==> config.mk <==
export PLATFORM = sky130hd
export DESIGN_NAME = rsa_operand_serializer
export DESIGN_NICKNAME = d
export VERILOG_FILES = /design/src/rtl/rsa_pkg.sv /design/src/rtl/rsa_bit_counter.sv /design/src/rtl/rsa_operand_serializer.sv
export SDC_FILE = /design/constraint.sdc
export NUM_CORES = 1
export LEC_CHECK = 0
export ABC_AREA = 1
export CAP_MARGIN = 15
export CORE_MARGIN = 3
export CORE_UTILIZATION = 42
export CTS_CLUSTER_SIZE = 30
export DETAILED_ROUTE_END_ITERATION = 10
export PLACE_DENSITY = 0.74
export SYNTH_ARGS = -nofsm -noshare
export SYNTH_HDL_FRONTEND = slang
export SYNTH_SLANG_ARGS = --single-unit
export TNS_END_PERCENT = 100
==> constraint.sdc <==
create_clock -name clk -period 1 [get_ports clk]
set_input_delay 0.15 -clock clk [delete_from_list [all_inputs] [get_ports clk]]
set_output_delay 0.15 -clock clk [all_outputs]
set_load 0.01 [all_outputs]
==> src/rtl/rsa_pkg.sv <==
// Shared types and constants for the RSA bit-serial datapath blocks.
package rsa_pkg;

  localparam int RSA_DEFAULT_WIDTH = 8;

  typedef enum logic [1:0] {
    SER_IDLE,
    SER_SHIFT,
    SER_DONE
  } ser_state_t;

endpackage

==> src/rtl/rsa_bit_counter.sv <==
// Bit-index up-counter with clear/enable and a terminal-index flag; also usable
// as the iteration counter of the multiplier loop.
module rsa_bit_counter
  import rsa_pkg::*;
#(
  parameter int WIDTH = RSA_DEFAULT_WIDTH,
  parameter int CNTW  = ($clog2(WIDTH) > 1) ? $clog2(WIDTH) : 1
) (
  input  logic            clk,
  input  logic            rstb,
  input  logic            clr,
  input  logic            inc,
  output logic [CNTW-1:0] cnt,
  output logic            is_last
);

  localparam logic [CNTW-1:0] LAST_IDX = CNTW'(WIDTH - 1);

  always_ff @(posedge clk) begin
    if (!rstb) begin
      cnt <= '0;
    end else if (clr) begin
      cnt <= '0;
    end else if (inc) begin
      cnt <= cnt + CNTW'(1);
    end
  end

  assign is_last = (cnt == LAST_IDX);

endmodule

==> src/rtl/rsa_operand_serializer.sv <==
// Loads a parallel operand and presents it one bit per accepted transfer,
// LSB first, flagging the last bit and completion for the multiplier control.
module rsa_operand_serializer
  import rsa_pkg::*;
#(
  parameter int   WIDTH = RSA_DEFAULT_WIDTH,
  localparam int  CNTW  = ($clog2(WIDTH) > 1) ? $clog2(WIDTH) : 1
) (
  input  logic             clk,
  input  logic             rstb,
  input  logic             ena,
  input  logic             load,
  input  logic [WIDTH-1:0] operand,
  input  logic             bit_ready,
  output logic             bit_out,
  output logic             bit_valid,
  output logic [CNTW-1:0]  bit_idx,
  output logic             last,
  output logic             busy,
  output logic             done
);

  ser_state_t       state;
  ser_state_t       state_n;
  logic [WIDTH-1:0] shreg;
  logic [CNTW-1:0]  cnt;
  logic             is_last;
  logic             ld;
  logic             xfer;

  // Terminal transfer clears the counter so it never wraps past WIDTH-1.
  rsa_bit_counter #(
    .WIDTH (WIDTH),
    .CNTW  (CNTW)
  ) u_cnt (
    .clk     (clk),
    .rstb    (rstb),
    .clr     (ld | (xfer & is_last)),
    .inc     (xfer & ~is_last),
    .cnt     (cnt),
    .is_last (is_last)
  );

  always_ff @(posedge clk) begin
    if (!rstb) begin
      state <= SER_IDLE;
      shreg <= '0;
    end else begin
      state <= state_n;
      if (ld) begin
        shreg <= operand;
      end else if (xfer) begin
        shreg <= shreg >> 1;
      end
    end
  end

  // A load while shifting restarts the operand and is never a transfer.
  always_comb begin
    state_n = state;
    ld      = 1'b0;
    xfer    = 1'b0;
    if (ena) begin
      case (state)
        SER_IDLE: begin
          if (load) begin
            ld      = 1'b1;
            state_n = SER_SHIFT;
          end
        end
        SER_SHIFT: begin
          if (load) begin
            ld = 1'b1;
          end else if (bit_ready) begin
            xfer = 1'b1;
            if (is_last) begin
              state_n = SER_DONE;
            end
          end
        end
        SER_DONE: begin
          ld      = load;
          state_n = load ? SER_SHIFT : SER_IDLE;
        end
        default: state_n = SER_IDLE;
      endcase
    end
  end

  always_comb begin
    bit_valid = (state == SER_SHIFT);
    busy      = (state == SER_SHIFT);
    done      = (state == SER_DONE);
    bit_out   = bit_valid & shreg[0];
    bit_idx   = bit_valid ? cnt : '0;
    last      = bit_valid & is_last;
  end

endmodule
* After elaboration in Yosys (flattened, before gate mapping)
Index checks and enable logic that the tools add are counted.
W data, S select, Z words.
** Operators by class
- Add/subtract/negate cells :: 1
- Eq/ne operators :: 7
- Mux-type cells :: 16
- Bitwise logic cells :: 7
- Reduce and logical (&&, ||, !) cells :: 5
** Operator list (count)
- $mux W8 :: 2
- $mux W2 :: 4
- $mux W1 :: 7
- $ne A2 B2 Y1 const B :: 3
- $pmux W2 S3 :: 1
- $reduce_and A5 Y1 :: 1
- $and A1 B1 Y1 :: 4
- $reduce_or A2 Y1 :: 2
- $add A3 B1 Y3 const B :: 1
- $eq A3 B3 Y1 const B :: 1
- $mux W3 :: 1
- $eq A2 B1 Y1 const B :: 1
- $eq A2 B2 Y1 const B :: 1
- $logic_not A2 Y1 :: 1
- $ne A2 B1 Y1 const B :: 1
- $not A1 Y1 :: 2
- $pmux W1 S2 :: 1
- $reduce_bool A2 Y1 :: 1
- $or A1 B1 Y1 :: 1
** Word-level totals
- Register bits after elaboration :: 13
- Bits of input ports :: 13
- Output and inout port bits :: 8
- Word-level logic and storage cells :: 39

* Logic depth before layout (Yosys ltp)
- Depth after elaboration :: 7
- Depth in mapped cells :: 8
- Gate-level depth less buffers :: 7

* Hierarchy
A second synthesis with hierarchy kept.
** Second synthesis, totals
- Cells, all modules :: 121
- Area total of the unflattened synthesis :: 755.7 sq um
** Modules (own cells, without submodules)
- rsa_operand_serializer :: times used 1, cells each 102, area an instance 613.1 sq um, seq. area each 200.2 sq um
- rsa_bit_counter :: times used 1, cells each 19, area an instance 142.6 sq um, seq. area each 60.1 sq um

* Worst setup path before layout
No wires, ideal clock.
- Path kind :: register to register
- From :: register state[0]
- To :: register shreg[0]
- Library setup time :: 123 ps
- Data arrival time :: 1177 ps
- Data required time :: 877 ps
- Path slack :: -300 ps
- Stages on the path, launching flop included :: 7
- Buffers on the path :: 1
- Clock period less this slack :: 1300 ps
- Cells stage by stage :: dfxtp_1 -> buf_4 -> inv_1 -> nor2_1 -> nand3_1 -> nand3_1 -> a21oi_1
** Between the ends
- Cells in the longest elaborated chain, start to end :: 5
- Elaborated cells between the ends (all ways) :: 10
- Classes of those cells :: eq/ne: 2; mux: 5; reduce/logical: 3
** RTL lines
- start: declaration :: RTL line rsa_operand_serializer.sv:23 : ser_state_t state;
- start signal: assignment :: RTL line rsa_operand_serializer.sv:49 : state <= state_n;
- $eq A2 B1 Y1 (*)
- net bit_valid :: RTL line rsa_operand_serializer.sv:16 : output logic bit_valid,
- $reduce_or A2 Y1 (no source line)
- $pmux W1 S2 :: RTL line rsa_operand_serializer.sv:64 : case (state)
- $mux W1 :: RTL line rsa_operand_serializer.sv:63 : if (ena) begin
- $mux W8 or $reduce_bool A2 Y1 (tied branches)
- end signal: assignment :: RTL line rsa_operand_serializer.sv:51 : shreg <= operand;
- end signal: assignment :: RTL line rsa_operand_serializer.sv:53 : shreg <= shreg >> 1;
- end: declaration :: RTL line rsa_operand_serializer.sv:25 : logic [WIDTH-1:0] shreg;
Mark *: on every way through the listed nets, which the timed path passes. The rest lies on a longest branch.
A chain may end at the register's enable or synchronous reset.

* Worst setup path after layout
- From :: register state[0]
- To :: register shreg[3]
** Between the ends
- Cells in the longest elaborated chain, start to end :: 5
- Elaborated cells between the ends (all ways) :: 10
- Classes of those cells :: eq/ne: 2; mux: 5; reduce/logical: 3
** RTL lines (RTL line)
- $eq A2 B1 Y1 or $logic_not A2 Y1 (tied branches) :: rsa_operand_serializer.sv:64
- $reduce_or A2 Y1 (no source line)
- $pmux W1 S2 :: rsa_operand_serializer.sv:64
- $mux W1 :: rsa_operand_serializer.sv:63
- $mux W8 or $reduce_bool A2 Y1 (tied branches)
Parallel ways exist; a longest one is shown, timed or not.

==> out/metrics.cfg <==
[timing]
setup_viol = 21
tightest_slew_ns = 0.3651
grt_setup_unrepaired = yes
maxClockFrequency_mhz = 758.9
slew_violations = 0
slew-limit-headroom_pct = 75.63
finalWorstSetupSlack_ns = -0.3178
final_period_minus_worst_setup_slack_ns = 1.318
finalHoldViolCount = 0
period_share_pct = 131.8
finalSetupTns_ns = -5.239
worst_clock_skew_ns = 0.003313

[grt]
maximum_number_of_pins_on_one_net_before_global_route_repair = 9
antenna_found_initial = 0
first_global_vias = 851
grt_overflow_total = 0
globalRouteTotalUtil_pct = 21.46
grt_pass1_wl_mm = 3.988

[routing]
first_iter_violations = 45
finalWirelength_mm = 3.276
wl_cell_um = 17.24
drtAntennaViolNets = 0
dr_pass1_iterations = 4
routed-via-count = 1082
average_via_count_per_standard_cell = 5.695
drt_drc_violations_left = 0

[setup_path]
critPathMaxFanout = 7
worst-endpoint-arrival_ns = 1.52
setup.worst_path.class = flip-flop to flip-flop
path_delay_family = compound AO/OA/AOI/OAI gates
timing.critical_path.to_type = flip-flop
ff2ff_setup_slack_ns = -0.32
critical_path.reg2reg.endpoint = shreg[3]$_SDFFE_PN0P_
worstRegToRegCells = 6
crit_chain = buf_12, nand2_8, buf_6, o21ai_4, nand2_1, a21oi_1
r2r-start = state[0]$_SDFFE_PN0P_
slowest_stage = sky130_fd_sc_hd__dfxtp_4
crit_path_max_incr_delay_ns = 0.40
critical_path.n_buffers_inverters = 2
startpoint_type = flip-flop
timing.critical_path.required_ns = 1.20

[cells_and_area]
fillers = 69
post_route_cells_drive_above_1_share_pct = 51.20
areaGrowthSynthToFinish_pct = 87.03
finish.instance_area_um2 = 1444
n_antenna_cell = 0
final_nets = 183
area_taken_by_multi_input_logic_gates_um2 = 661.9
post_layout_nonfiller_instances = 190
area.sequential_um2 = 274.0

[clock_tree]
clock_latency_ns = 0.27
clk_pin_slew_ns = 0.08
cts.sink_count = 13
clock_tree.buffer_depth = 2
h-tree-depth = 1
cts_hold_buffers = 0
cts-buffers-inserted = 3
clock-root-buffer = sky130_fd_sc_hd__clkbuf_4
tritoncts = done

[logic_synthesis]
synth.net_count = 137
total_standard_cell_area_after_synthesis_um2 = 772.0
synth_top_cell_by_area = sky130_fd_sc_hd__dfxtp_1
synth_seq_cells = 13
synth_largest_type_area_fraction_pct = 33.71
synth_warnings = 0
synthesis.area_per_instance_um2 = 6.380
yosysUniqueCellTypes = 16
post_synthesis_sequential_area_ratio_pct = 33.71
synth.top_cells.by_area = sky130_fd_sc_hd__dfxtp_1, sky130_fd_sc_hd__nand2_1, sky130_fd_sc_hd__nand3_1, sky130_fd_sc_hd__nor2_1, sky130_fd_sc_hd__a21oi_1
postSynthCellCount = 121

[floorplanning]
i_o_pin_count = 21
core_region_area_um2 = 1612
chipHeight_um = 48.87
rows = 14
die-width_um = 48.87
starting_utilization_of_the_core_area_pct = 47.90
design.die.area_um2 = 2388

[min_path]
holdPathStages = 3
min_delay_worst_endpoint = shreg[7]$_SDFFE_PN0P_
min-delay-path-class = input pin to flip-flop
worst_hold_startpoint = operand[7]

[placed_design]
dp_cells = 178
gp_congestion = 0.7600
post-dp-hpwl_mm = 1.510
place_ws_ns = -0.4660
port-buffer-count = 20
place_area_um2 = 1169

[power_and_ir_drop]
power_density_relative_to_cell_area_nw_per_um2 = 947.6
leakagePower_nw = 0.6000
worst_case_vdd_ir_drop_uv = 877.3
total_power_w = 0.001368

[status]
run_status = complete, but fails checks
violations_in_the_final_reports = setup timing

[job]
max-cap-violations = 0

-- Yosys cell counts --
| cell | instances |
|---|---|
| sky130_fd_sc_hd__a21boi_0 | 1 |
| sky130_fd_sc_hd__a21oi_1 | 10 |
| sky130_fd_sc_hd__buf_4 | 2 |
| sky130_fd_sc_hd__buf_6 | 1 |
| sky130_fd_sc_hd__dfxtp_1 | 13 |
| sky130_fd_sc_hd__ha_1 | 3 |
| sky130_fd_sc_hd__inv_1 | 12 |
| sky130_fd_sc_hd__inv_2 | 1 |
| sky130_fd_sc_hd__nand2_1 | 34 |
| sky130_fd_sc_hd__nand2_2 | 2 |
| sky130_fd_sc_hd__nand2_4 | 1 |
| sky130_fd_sc_hd__nand3_1 | 18 |
| sky130_fd_sc_hd__nand3b_1 | 2 |
| sky130_fd_sc_hd__nor2_1 | 19 |
| sky130_fd_sc_hd__o21ai_0 | 1 |
| sky130_fd_sc_hd__o21ai_2 | 1 |
-- how the worst max path moves through the flow --
stage	from	endpoint	slack (ns)	cells after the start
CTS	u_cnt.cnt[1]$_SDFFE_PP0P_	last	-0.30	5
floorplan	state[0]$_SDFFE_PN0P_	u_cnt.cnt[1]$_SDFFE_PP0P_	-0.07	8
global placement	ena	shreg[0]$_SDFFE_PN0P_	-0.41	5
finish	state[0]$_SDFFE_PN0P_	shreg[3]$_SDFFE_PN0P_	-0.32	6
global route	state[0]$_SDFFE_PN0P_	shreg[3]$_SDFFE_PN0P_	-0.41	6
detailed placement	load	u_cnt.cnt[2]$_SDFFE_PP0P_	-0.47	8
-- kinds of logic after synthesis --
kind of cell	after synthesis	share of synthesized area [%]
compound gates	13	9.238
fa+ha+maj	3	4.863
buf+inv	16	9.723
flops	13	33.71
simple gates	76	42.46
-- layout by cell type, fill, tap and decap left out, drive strengths merged --
cell	count
inv	13
o21ai	2
a21oi	10
clkbuf	4
dlygate4sd2	2
nand3b	2
buf	31
nor2	19
nand3	18
ha	3
nand2	38
a21boi	1
clkdlybuf4s50	10
dfxtp	13
-- layer usage --
metal | wire length (um) | share of wire [%] | global-route usage, % | up-vias
li1 | - | - | - | 480
met1 | 1321 | 40 | 25.79 | 501
met2 | 1575 | 48 | 36.88 | 83
met3 | 259 | 7.9 | 4.587 | 18
met4 | 119 | 3.6 | 8.531 | 0
met5 | 0 | 0 | 0 | -
-- through the flow --
step / util (%) / hold slack [ns]
6_report: 89.60 / 0.4539
5_1_grt: 89.60 / 0.4498
4_1_cts: 82.30 / 0.4475
3_5_place_dp: 72.52 / 0.4727
3_3_place_gp: 72.52 / 0.4654
2_1_floorplan: - / 0.2654
-- sequential cells by signal (all words and copies together) (netlist names) --
signal / cells
state: 2
shreg: 8
u_cnt.cnt: 3
-- where the power goes --
| group | switching [W] | internal (W) | leakage (nW) | total, W |
|---|---|---|---|---|
| registers | 0.0000292 | 0.000536 | 0.109 | 0.000566 |
| clock network | 0.000178 | 0.000155 | 0.0150 | 0.000333 |
| logic | 0.000245 | 0.000225 | 0.476 | 0.000470 |
-- final cells by class --
| class | instances | share of cell area [%] |
|---|---|---|
| flip-flops and latches | 13 | 18.98 |
| well taps | 24 | 2.080 |
| inverters | 13 | 3.726 |
| repair buffers | 43 | 27.56 |
| clock buffers | 4 | 1.820 |
| multi-input cells | 93 | 45.84 |
-- worst min-delay path: cells and delay by family --
kind	cells	cell delay, ns
AO/OA/AOI/OAI	1	0.06
buffers and inverters	1	0.40
AND/OR/NAND/NOR	1	0.08
-- what timing repair did --
action	CTS	global route
pin swaps	13	9
setup endpoints to repair	21	21
resized for setup	64	28
cloned	1	0
setup buffers	6	1
Power figures use the tool's default switching activity.
